$ cat config.mk
export PLATFORM = sky130hd
export DESIGN_NAME = steer_en_dp_flat
export DESIGN_NICKNAME = d
export VERILOG_FILES = /design/src/rtl/steer_en_dp_if.sv /design/src/rtl/steer_en_dp.sv /design/src/flat_wrapper.sv
export SDC_FILE = /design/constraint.sdc
export NUM_CORES = 1
export LEC_CHECK = 0
export ABC_AREA = 1
export BUFFER_PORTS_ARGS = -buffer_cell sky130_fd_sc_hd__buf_2
export CAP_MARGIN = 20
export CORE_MARGIN = 10
export CORE_UTILIZATION = 38
export CTS_CLUSTER_SIZE = 30
export DETAILED_ROUTE_END_ITERATION = 10
export GPL_TIMING_DRIVEN = 1
export SLEW_MARGIN = 25
export SYNTH_ARGS = -nofsm -noshare
export SYNTH_HDL_FRONTEND = slang
export SYNTH_SLANG_ARGS = --single-unit
$ cat constraint.sdc
create_clock -name clk -period 6.3 [get_ports clk]
set_clock_uncertainty 0.05 [all_clocks]
set_input_delay 0 -clock clk [delete_from_list [all_inputs] [get_ports clk]]
set_output_delay 0 -clock clk [all_outputs]
set_load 0.1 [all_outputs]
$ cat src/rtl/steer_en_dp_if.sv
// Load-cell sample bus from the A2D front end into the steering-enable datapath.
interface steer_en_dp_if;
    logic [11:0] lft_ld;
    logic [11:0] rght_ld;
    logic        vld;

    modport master (output lft_ld, rght_ld, vld);
    modport slave  (input  lft_ld, rght_ld, vld);
endinterface

$ cat src/rtl/steer_en_dp.sv
// Steering-enable datapath: 4-sample load-cell averaging, weight/imbalance
// qualifiers, and the saturating settle timer used by the enable FSM.
module steer_en_dp #(
    parameter logic [12:0] MIN_RIDER_WT = 13'h200,
    parameter logic [12:0] HYST         = 13'h040,
    parameter bit          FAST_SIM     = 1'b0
) (
    input  logic          clk,
    input  logic          rst,
    steer_en_dp_if.slave  ld_bus,
    input  logic          clr_tmr,
    output logic          sum_gt_min,
    output logic          sum_lt_min,
    output logic          diff_gt_1_4,
    output logic          diff_gt_15_16,
    output logic          tmr_full
);

    localparam logic [12:0] THR_HI  = MIN_RIDER_WT + HYST;
    localparam logic [12:0] THR_LO  = MIN_RIDER_WT - HYST;
    localparam logic [25:0] TMR_CNT = FAST_SIM ? 26'd32768 : 26'd65_000_000;

    logic [11:0] lft_hist  [4];
    logic [11:0] rght_hist [4];
    logic [25:0] tmr_cnt;

    logic [13:0] lft_acc, rght_acc;
    logic [11:0] lft_avg, rght_avg;
    logic [12:0] sum, diff;
    logic [12:0] sum_q4, sum_15_16;

    always_ff @(posedge clk) begin
        if (rst) begin
            for (int i = 0; i < 4; i++) begin
                lft_hist[i]  <= '0;
                rght_hist[i] <= '0;
            end
        end else if (ld_bus.vld) begin
            lft_hist[0]  <= ld_bus.lft_ld;
            rght_hist[0] <= ld_bus.rght_ld;
            for (int i = 1; i < 4; i++) begin
                lft_hist[i]  <= lft_hist[i-1];
                rght_hist[i] <= rght_hist[i-1];
            end
        end
    end

    always_comb begin
        lft_acc  = 14'({2'b00, lft_hist[0]}) + 14'({2'b00, lft_hist[1]})
                 + 14'({2'b00, lft_hist[2]}) + 14'({2'b00, lft_hist[3]});
        rght_acc = 14'({2'b00, rght_hist[0]}) + 14'({2'b00, rght_hist[1]})
                 + 14'({2'b00, rght_hist[2]}) + 14'({2'b00, rght_hist[3]});
        lft_avg  = lft_acc[13:2];
        rght_avg = rght_acc[13:2];
        sum      = {1'b0, lft_avg} + {1'b0, rght_avg};
        diff     = (lft_avg >= rght_avg) ? {1'b0, lft_avg - rght_avg}
                                         : {1'b0, rght_avg - lft_avg};
        sum_q4    = sum >> 2;
        sum_15_16 = sum - (sum >> 4);
    end

    always_ff @(posedge clk) begin
        if (rst) begin
            sum_gt_min    <= 1'b0;
            sum_lt_min    <= 1'b1;
            diff_gt_1_4   <= 1'b0;
            diff_gt_15_16 <= 1'b0;
        end else begin
            sum_gt_min    <= (sum > THR_HI);
            sum_lt_min    <= (sum < THR_LO);
            diff_gt_1_4   <= (diff > sum_q4);
            diff_gt_15_16 <= (diff > sum_15_16);
        end
    end

    // Saturates at TMR_CNT so tmr_full stays asserted until the FSM clears it.
    always_ff @(posedge clk) begin
        if (rst || clr_tmr)
            tmr_cnt <= '0;
        else if (tmr_cnt < TMR_CNT)
            tmr_cnt <= tmr_cnt + 26'd1;
    end

    assign tmr_full = (tmr_cnt == TMR_CNT);

endmodule

$ cat src/flat_wrapper.sv
// flat-port wrapper written by rule: the top's interface ports become plain ports
module steer_en_dp_flat 
#(
    parameter logic [12:0] MIN_RIDER_WT = 13'h200,
    parameter logic [12:0] HYST         = 13'h040,
    parameter bit          FAST_SIM     = 1'b0
)
  (clk, rst, clr_tmr, sum_gt_min, sum_lt_min, diff_gt_1_4, diff_gt_15_16, tmr_full, ld_bus_lft_ld, ld_bus_rght_ld, ld_bus_vld);
  steer_en_dp_if ld_bus_i ();
  input  logic clk;
  input  logic rst;
  input  logic clr_tmr;
  output logic sum_gt_min;
  output logic sum_lt_min;
  output logic diff_gt_1_4;
  output logic diff_gt_15_16;
  output logic tmr_full;
  input wire logic [$bits(ld_bus_i.lft_ld)-1:0] ld_bus_lft_ld;
  input wire logic [$bits(ld_bus_i.rght_ld)-1:0] ld_bus_rght_ld;
  input wire logic [$bits(ld_bus_i.vld)-1:0] ld_bus_vld;
  assign ld_bus_i.lft_ld = ld_bus_lft_ld;
  assign ld_bus_i.rght_ld = ld_bus_rght_ld;
  assign ld_bus_i.vld = ld_bus_vld;
  steer_en_dp #(.MIN_RIDER_WT(MIN_RIDER_WT), .HYST(HYST), .FAST_SIM(FAST_SIM)) u_core (.clk(clk), .rst(rst), .ld_bus(ld_bus_i), .clr_tmr(clr_tmr), .sum_gt_min(sum_gt_min), .sum_lt_min(sum_lt_min), .diff_gt_1_4(diff_gt_1_4), .diff_gt_15_16(diff_gt_15_16), .tmr_full(tmr_full));
endmodule
==> key figures, run 1 <==
Run
  • Max-Cap Viols: 0

Detailed routing
  • Routed wire length per instance: 13.0 um
  • DRT Wirelength: 26,400 um
  • Post-route DRC violation count: 0
  • Routed Antenna Nets: 0
  • Initial DRC count: 448
  • M1 wire length: 12,400 um
  • Pre-antenna DRT Iters: 5
  • Metal2 WL: 13,000 um
  • Vias after detailed routing: 9,332
  • Top sig layer: met4
  • Wire length on met3: 603 um
  • Drt via density: 4.57

Floorplanning
  • Die Area: 35,400 um^2
  • Core area: 27,900 um^2
  • Starting density of the core: 0.386
  • Top Ports: 33
  • Die span in x: 188 um
  • # rows: 61
  • Die Ht: 188 um

Synth
  • Area contributors post-synth: edfxtp_1, ha_1, inv_1
  • Flops & latches, synth: 126
  • Mapped Area: 10,800 um^2
  • Ys flop type: edfxtp_1
  • Cell taking the most area after synthesis: edfxtp_1
  • Top cell type's share of synthesized area: 0.268
  • Post-synth EDFFs: 96
  • Ys async rst share: 0
  • Syn_area_per_cell: 7.76 um^2
  • Syn nets: 1,558
  • Synthesized instance count: 1,385
  • Post-synthesis sequential area ratio: 0.324
  • Yosys warning count: 0
  • Netlist cell types: 46

Status
  • Status: finished, violations left
  • Failing checks: negative setup slack

STA
  • Final Cycle Share: 1.02
  • Worst-Margin Slew: 0.932 ns
  • Min Tclk post-route: 6.41 ns
  • Final hold violations: 0
  • Final setup fails: 2
  • RSZ-0062 raised after global routing: true
  • FMAX: 156 MHz
  • Final worst slack: -0.114 ns
  • Max-Slew Margin vs Limit: 0.379
  • Max Transition Viols Final: 0

Layout
  • Fin nets: 1,822
  • Layout area overhead: 36.7%
  • N_diodes: 0
  • Layout cell share with drive strength beyond 1: 0.289
  • Fillers: 2,620
  • Non-Filler Instances: 2,040

Worst setup path
  • Crit end category: flip-flop
  • Slowest CP cell: fa_1
  • Startpoint Class: flip-flop
  • Cell family with most CP delay: adder cells
  • Cell repeated most along the worst path: nand2_1
  • Required @ worst endpoint: 6.58 ns
  • Internal reg-to-reg setup slack: -0.11 ns
  • WS Path Type: reg2reg
  • Crit path max fanout: 5
  • Worst path max stage delay: 0.55 ns
  • Arrival @ worst endpoint: 6.69 ns
  • Bufs and invs on worst path: 6

Clocking
  • H-tree levels: 4
  • Clk_lat worst skew: 0.43 ns
  • CTS root buf: clkbuf_16
  • CTS tree: built
  • Clk slew on worst S/H paths: 0.07 ns
  • Clock sink count: 126
  • Num CTS Buffers: 17
  • Clock Path Buffers: 2

Placement
  • DP Cell Count: 1,947
  • Placer Congestion: 0.940
  • IO Port Bufs: 32
  • DP HPWL: 19,700 um

Global routing
  • Vias in the first global route: 9,211
  • All-layer global routing usage: 0.147
  • Grt total ovfl: 0
  • Initial antenna violation count: 0
  • First-pass GRT wire length: 43,500 um
  • Largest net degree at the start of global routing: 74

Worst hold path
  • Min-Delay Path Class: in2reg
-- placed cells by master (no fill, tap or decap), types with 5 or more instances in the layout --
cell	n
nand3_1	41
ha_1	83
xnor2_1	9
a21o_1	5
buf_2	32
clkbuf_16	17
nor3_2	5
nand3_2	12
o21ai_2	11
edfxtp_1	96
buf_6	7
nor3_1	17
inv_2	25
dfxtp_1	30
fa_1	25
nor4_1	5
nand2_2	30
xnor2_2	6
dlygate4sd3_1	26
nand4_1	16
nor2_2	16
inv_1	304
fa_2	5
xor2_1	34
inv_6	5
o21ai_0	28
a21oi_1	75
a21oi_2	19
o21bai_1	11
ha_4	28
o21ai_1	16
nand2_1	197
o211ai_1	7
nor2_1	148
buf_4	202
xor2_2	12
inv_8	5
-- registers in the layout, indices dropped and copies added (netlist names) --
| register | flops |
|---|---|
| u_core.diff_gt_15_16 | 1 |
| u_core.rght_hist | 48 |
| u_core.tmr_cnt | 26 |
| u_core.diff_gt_1_4 | 1 |
| u_core.sum_lt_min | 1 |
| u_core.sum_gt_min | 1 |
| u_core.lft_hist | 48 |
-- per-stage QoR --
step                      TNS, ns  worst slack (ns)   util  area [um^2]  hold WS [ns]
after floorplan                 0             0.220      -        10800        0.0191
after global placement     -0.550            -0.306  0.451        12600         0.248
after detailed placement   -0.815            -0.437  0.451        12600         0.248
after CTS                 -0.0887           -0.0887  0.499        13900        0.0670
after global routing       -0.824            -0.468  0.528        14700         0.113
final                      -0.141            -0.114  0.528        14700        0.0561
-- worst min-delay path: cells and delay by family --
| family | cells | cell delay, ns |
|---|---|---|
| simple gates | 2 | 0.30 |
| buf+inv | 1 | 0.12 |
-- area by class of cell --
cell class              count  area, um^2  area share
flip-flops and latches    126        3480       0.237
inverters                 332        1250      0.0852
well taps                 378         473      0.0322
repair buffers            267        2020       0.137
clock inverters            15         169      0.0115
clock buffers              17         425      0.0289
multi-input cells         905        6880       0.468
-- layer usage --
layer,GRT usage,vias up
met1,0.191,4283
li1,-,4904
met5,0,-
met2,0.246,116
met4,0.0455,0
met3,0.0205,29
-- synthesized netlist by cell type (all sizes together) (12+ instances only) --
| cell | n |
|---|---|
| inv | 331 |
| nand2 | 230 |
| nor2 | 166 |
| ha | 115 |
| edfxtp | 96 |
| a21oi | 95 |
| o21ai | 55 |
| nand3 | 53 |
| xor2 | 49 |
| dfxtp | 30 |
| fa | 30 |
| nor3 | 23 |
| nand4 | 18 |
| o21bai | 16 |
| xnor2 | 16 |
| clkbuf | 12 |
-- timing repair --
| action | 4_1_cts | 5_1_grt |
|---|---|---|
| pin swaps | 41 | 93 |
| setup buffers | 16 | 21 |
| endpoints found under the setup margin | 2 | 2 |
| hold endpoints to repair | 41 | 0 |
| hold buffers | 26 | 0 |
| gates resized for setup | 69 | 124 |
| cloned | 0 | 0 |
-- logic make-up after synthesis --
group                    share of synthesized area
multiplexers                               0.00279
XOR/XNOR                                    0.0529
AO/OA/AOI/OAI                                0.101
AND/OR/NAND/NOR                              0.202
buffers and inverters                        0.128
adder cells (fa/ha/maj)                      0.190
flip-flops                                   0.324
-- path summary, 6_finish.rpt --
| path | end | startpoint | cells after the start |
|---|---|---|---|
| worst max-delay path | u_core.diff_gt_15_16$_SDFF_PP0_ | u_core.lft_hist[0][3]$_SDFFCE_PN0P_ | 38 |
| worst min-delay path | u_core.lft_hist[2][0]$_SDFFCE_PN0P_ | ld_bus_vld | 3 |
| worst max register to register | u_core.diff_gt_15_16$_SDFF_PP0_ | u_core.lft_hist[0][3]$_SDFFCE_PN0P_ | 38 |
| worst min register to register | u_core.tmr_cnt[4]$_SDFFE_PP0N_ | u_core.tmr_cnt[4]$_SDFFE_PP0N_ | 2 |
Power of run 1 is left out: the tool's default activity adds up to more than one toggle a clock period on the data nets, which glitch-free logic cannot reach.
==> inputs of run 2 (changes only) <==
Settings changed: CORE_ASPECT_RATIO set to 2.
==> key figures, run 2 (synthesis gave the netlist of run 1 again) <==
Clocking
  • Clk slew on worst S/H paths: 0.07 ns (about the same)
  • Clk_lat worst skew: 0.43 ns (about the same)
  • Clock Path Buffers: 2 (unchanged)
  • Num CTS Buffers: 17 (unchanged)
  • CTS root buf: clkbuf_16
  • CTS tree: built
  • H-tree levels: 4 (unchanged)
  • Clock sink count: 126 (unchanged)

Worst setup path
  • Cell repeated most along the worst path: nand2_2
  • Crit end category: flip-flop
  • Bufs and invs on worst path: 4 (-2)
  • Required @ worst endpoint: 6.58 ns (about the same)
  • Crit path max fanout: 4 (-1)
  • Slowest CP cell: fa_1
  • Cell family with most CP delay: adder cells
  • Arrival @ worst endpoint: 6.73 ns (+0.04 ns)
  • Worst path max stage delay: 0.55 ns (about the same)
  • WS Path Type: reg2reg
  • Startpoint Class: flip-flop

Detailed routing
  • Routed wire length per instance: 15.2 um (+18%)
  • Pre-antenna DRT Iters: 4 (-1)
  • Routed Antenna Nets: 0 (unchanged)
  • Vias after detailed routing: 9,845 (+5.5%)
  • Initial DRC count: 394 (-12%)
  • DRT Wirelength: 31,300 um (+19%)
  • Post-route DRC violation count: 0 (unchanged)
  • Drt via density: 4.79 (+4.7%)

STA
  • Min Tclk post-route: 6.44 ns (+0.0302 ns)
  • Fin Hold WS: 0.141 ns (+0.0850 ns)
  • Final setup fails: 2 (unchanged)
  • Final worst slack: -0.144 ns (-0.0302 ns)
  • Max-Slew Margin vs Limit: 0.492 (+0.113)
  • Final hold violations: 0 (unchanged)
  • FMAX: 155 MHz (-0.47%)
  • Max Transition Viols Final: 0 (unchanged)
  • RSZ-0062 raised after global routing: true
  • Worst-Margin Slew: 0.762 ns (-0.170 ns)
  • Final Cycle Share: 1.02 (+0.00480)

Global routing
  • First-pass GRT wire length: 49,200 um (+13%)
  • Largest net degree at the start of global routing: 65 (-12%)
  • Vias in the first global route: 10,304 (+12%)
  • Grt total ovfl: 0 (unchanged)
  • Initial antenna violation count: 0 (unchanged)
  • All-layer global routing usage: 0.170 (+0.0235)

Placement
  • Placed inst area: 12,700 um^2 (+1.4%)
  • DP Cell Count: 1,952 (+0.26%)
  • Placer Congestion: 1.05 (+12%)
  • Post-Place Worst Slack: -0.536 ns (-0.0987 ns)
  • DP HPWL: 23,600 um (+20%)
  • IO Port Bufs: 32 (unchanged)

Floorplanning
  • Die Ht: 258 um (+37%)
  • Die Area: 35,800 um^2 (+1.2%)
  • Top Ports: 33 (unchanged)
  • # rows: 87 (+43%)
  • Core area: 28,100 um^2 (+0.81%)
  • Starting density of the core: 0.383 (-0.00311)
  • Die span in x: 139 um (-26%)

Layout
  • Top Registers: u_core.lft_hist: 48 flops, u_core.rght_hist: 48 flops, u_core.tmr_cnt: 26 flops
  • Final instance area: 15,200 um^2 (+3.7%)
  • Commonest non-fill, non-tap cells in the layout: inv_1, buf_4, nand2_1
  • Fin nets: 1,860 (+2.1%)
  • Non-Filler Instances: 2,056 (+0.78%)
  • Fillers: 2,565 (-2.1%)
  • N_diodes: 0 (unchanged)
  • Layout cell share with drive strength beyond 1: 0.324 (+0.0347)
  • Most common cell after layout, fill and taps aside: inv_1
  • Layout area overhead: 41.7%

Status
  • Status: finished, violations left
  • Failing checks: negative setup slack

Run
  • Max-Cap Viols: 0 (unchanged)

Worst hold path
  • Min-Delay Path Class: in2reg
run 2: changes by cell type in the layout (fill, tap and decap cells not counted), sizes merged:
cell      delta
buf         +37
inv          -9
clkbuf       +7
clkinvlp     +3
bufinv       +1
clkinv       -1
run 2: path summary, 6_finish.rpt:
| kind | startpoint | endpoint | slack, ns | cells after the start |
|---|---|---|---|---|
| worst max-delay path | u_core.lft_hist[1][3]$_SDFFCE_PN0P_ | u_core.diff_gt_15_16$_SDFF_PP0_ | -0.14 | 36 |
| worst min-delay path | ld_bus_vld | u_core.lft_hist[3][5]$_SDFFCE_PN0P_ | 0.14 | 3 |
| worst max register to register | u_core.lft_hist[1][3]$_SDFFCE_PN0P_ | u_core.diff_gt_15_16$_SDFF_PP0_ | -0.14 | 36 |
| worst min register to register | u_core.tmr_cnt[15]$_SDFFE_PP0N_ | u_core.tmr_cnt[15]$_SDFFE_PP0N_ | 0.43 | 2 |
run 2: stage by stage:
step / setup TNS, ns / utilization
2_1_floorplan: 0 / -
3_3_place_gp: -0.613 / 0.454
3_5_place_dp: -0.932 / 0.454
4_1_cts: 0 / 0.511
5_1_grt: -0.830 / 0.543
6_report: -0.214 / 0.543
run 2: cell type report:
class                   instances  area, um^2  share of cell area
flip-flops and latches        126        3480               0.229
clock inverters                 9         110             0.00722
multi-input cells             905        7120               0.467
inverters                     332        1250              0.0822
repair buffers                305        2350               0.154
clock buffers                  23         478              0.0314
well taps                     356         445              0.0292
run 2: timing repair:
item / CTS / global route
gates resized for setup: 117 / 141
buffers inserted: 18 / 27
pin swaps: 64 / 109
endpoints found under the hold margin: 32 / 0
cloned: 0 / 1
hold buffers: 26 / 0
setup endpoints to repair: 2 / 2
run 2: worst register-to-register path: cells and delay by family, from the launching register on:
family          cells  cell delay (ns)
xor+xnor            4             0.79
flops               1             0.45
compound gates      8             1.44
buf+inv             4             0.39
fa+ha+maj           6             2.10
simple gates       14             1.14
run 2: routing by layer:
| metal | wire length (um) | GRT usage |
|---|---|---|
| met4 | 2730 | 0.155 |
| met1 | 9960 | 0.143 |
| met5 | 0 | 0 |
| met3 | 709 | 0.0215 |
| met2 | 17900 | 0.334 |
Power of run 2 is left out for the same reason.
==> inputs of run 3 (changes only) <==
Settings changed: RECOVER_POWER set to 100.
Clock period 6.3 ns to 5.4 ns, I/O delays scaled along.
==> key figures, run 3 (synthesis gave the netlist of run 1 again) <==
Status
  • Status: finished, violations left
  • Failing checks: max-capacitance violations, max-slew violations, negative setup slack

Worst setup path
  • Startpoint Class: flip-flop
  • Crit path max fanout: 2 (-2)
  • Cell repeated most along the worst path: nand2_1
  • WS Path Type: reg2reg
  • Required @ worst endpoint: 5.68 ns (-0.90 ns)
  • Bufs and invs on worst path: 6 (+2)
  • Slowest CP cell: fa_2
  • Worst path max stage delay: 0.66 ns (+0.11 ns)
  • Crit end category: flip-flop
  • R2R Path Start: u_core.lft_hist[1][0]$_SDFFCE_PN0P_
  • Cell family with most CP delay: adder cells
  • Arrival @ worst endpoint: 6.58 ns (-0.15 ns)
  • Crit. Startpoint: u_core.lft_hist[1][0]$_SDFFCE_PN0P_

STA
  • Final Cycle Share: 1.17 (+0.142)
  • Worst-Margin Slew: 1.76 ns (+1.00 ns)
  • Final worst slack: -0.892 ns (-0.747 ns)
  • Min Tclk post-route: 6.29 ns (-0.153 ns)
  • FMAX: 159 MHz (+2.4%)
  • Max Transition Viols Final: 182 (+182)
  • RSZ-0062 raised after global routing: true
  • Final hold violations: 0 (unchanged)
  • Max-Slew Margin vs Limit: -0.174 (-0.666)
  • Final setup fails: 2 (unchanged)
  • Fin Hold WS: 0.265 ns (+0.124 ns)

Layout
  • Most common cell after layout, fill and taps aside: inv_1
  • Layout cell share with drive strength beyond 1: 0.311 (-0.0122)
  • Layout area overhead: 40.7%
  • Fin nets: 1,888 (+1.5%)
  • Final core occ: 0.539 (-0.00392)
  • Commonest non-fill, non-tap cells in the layout: inv_1, buf_4, nand2_1
  • Non-Filler Instances: 2,085 (+1.4%)
  • Top Registers: u_core.lft_hist: 48 flops, u_core.rght_hist: 48 flops, u_core.tmr_cnt: 26 flops

Floorplanning
  • Top Ports: 33 (unchanged)
  • Die span in x: 139 um (unchanged)
  • Core area: 28,100 um^2 (unchanged)
  • Die Ht: 258 um (unchanged)
  • # rows: 87 (unchanged)
  • Die Area: 35,800 um^2 (unchanged)
  • Starting density of the core: 0.383 (unchanged)

Detailed routing
  • Post-route DRC violation count: 0 (unchanged)
  • Routed wire length per instance: 14.7 um (-3.4%)
  • Vias after detailed routing: 9,866 (+0.21%)
  • DRT Wirelength: 30,700 um (-2.0%)
  • Initial DRC count: 349 (-11%)
  • Pre-antenna DRT Iters: 5 (+1)
  • Drt via density: 4.73 (-1.2%)
  • Routed Antenna Nets: 0 (unchanged)

Global routing
  • Grt total ovfl: 0 (unchanged)
  • Largest net degree at the start of global routing: 83 (+28%)
  • All-layer global routing usage: 0.172 (+0.00212)
  • Vias in the first global route: 10,483 (+1.7%)
  • First-pass GRT wire length: 49,500 um (+0.46%)
  • Initial antenna violation count: 1 (+1)

Clocking
  • Clock Path Buffers: 2 (unchanged)
  • CTS tree: built
  • Clk_lat worst skew: 0.43 ns (about the same)
  • Clock sink count: 126 (unchanged)
  • Num CTS Buffers: 17 (unchanged)
  • H-tree levels: 4 (unchanged)
  • Clk slew on worst S/H paths: 0.06 ns (about the same)
  • CTS root buf: clkbuf_16

Placement
  • DP HPWL: 24,700 um (+4.3%)
  • DP Cell Count: 1,983 (+1.6%)
  • IO Port Bufs: 32 (unchanged)
  • Placer Congestion: 1.07 (+2.0%)

Worst hold path
  • Min-delay src: ld_bus_vld
  • Min-Delay Path Class: in2reg

Run
  • Max-Cap Viols: 3 (+3)
[run 3: cell count changes in the layout (fill, tap and decap cells not counted), moves of 5 or more]
cell and delta:
nand2_4 -5, inv_6 +6, nor2_1 +5, buf_2 -6
nand2_1 +9, buf_4 +31, buf_6 -5
[run 3: metal layers]
| metal | global-route usage | wire length, um |
|---|---|---|
| met4 | 0.170 | 3250 |
| met5 | 0 | 0 |
| met2 | 0.335 | 17100 |
| met1 | 0.138 | 9680 |
| met3 | 0.0274 | 644 |
[run 3: cell type report]
type                       instances  area (um^2)
sequential                       126         3480
clock buffer                      20          479
antenna                            1         2.50
inverter                         332         1250
tap                              356          445
fill                            2643        13000
timing repair buffer             333         2530
clock inverter                    12         93.8
multi-input combinational        905         6850
[run 3: worst reg2reg max path, delay by kind of cell (launching register included)]
kind / cells / cell delay, ns
simple gates: 12 / 0.97
fa+ha+maj: 9 / 3.19
compound gates: 5 / 0.76
xor+xnor: 3 / 0.38
flops: 1 / 0.35
buf+inv: 6 / 0.49
[run 3: through the flow]
stage / TNS (ns) / setup slack [ns] / instance area [um^2]
2_1_floorplan: -0.548 / -0.313 / 11100
3_3_place_gp: -2.22 / -1.16 / 13300
3_5_place_dp: -2.44 / -1.20 / 13300
4_1_cts: -1.67 / -0.838 / 14900
5_1_grt: -2.42 / -1.21 / 15100
6_report: -1.65 / -0.892 / 15100
[run 3: path summary, 6_finish.rpt]
path,end,slack [ns],cells after the start
setup / recovery,u_core.diff_gt_15_16$_SDFF_PP0_,-0.89,35
hold / removal,u_core.lft_hist[0][5]$_SDFFCE_PN0P_,0.26,3
setup reg to reg,u_core.diff_gt_15_16$_SDFF_PP0_,-0.89,35
hold reg to reg,u_core.tmr_cnt[25]$_SDFFE_PP0N_,0.43,2
[run 3: repair_timing]
action,in CTS,in global routing
setup endpoints to repair,4,4
cloned,0,0
setup buffers,33,10
endpoints found under the hold margin,43,0
gates resized for setup,98,49
pin swaps,69,48
hold buffers,26,0
Power of run 3 is left out for the same reason.
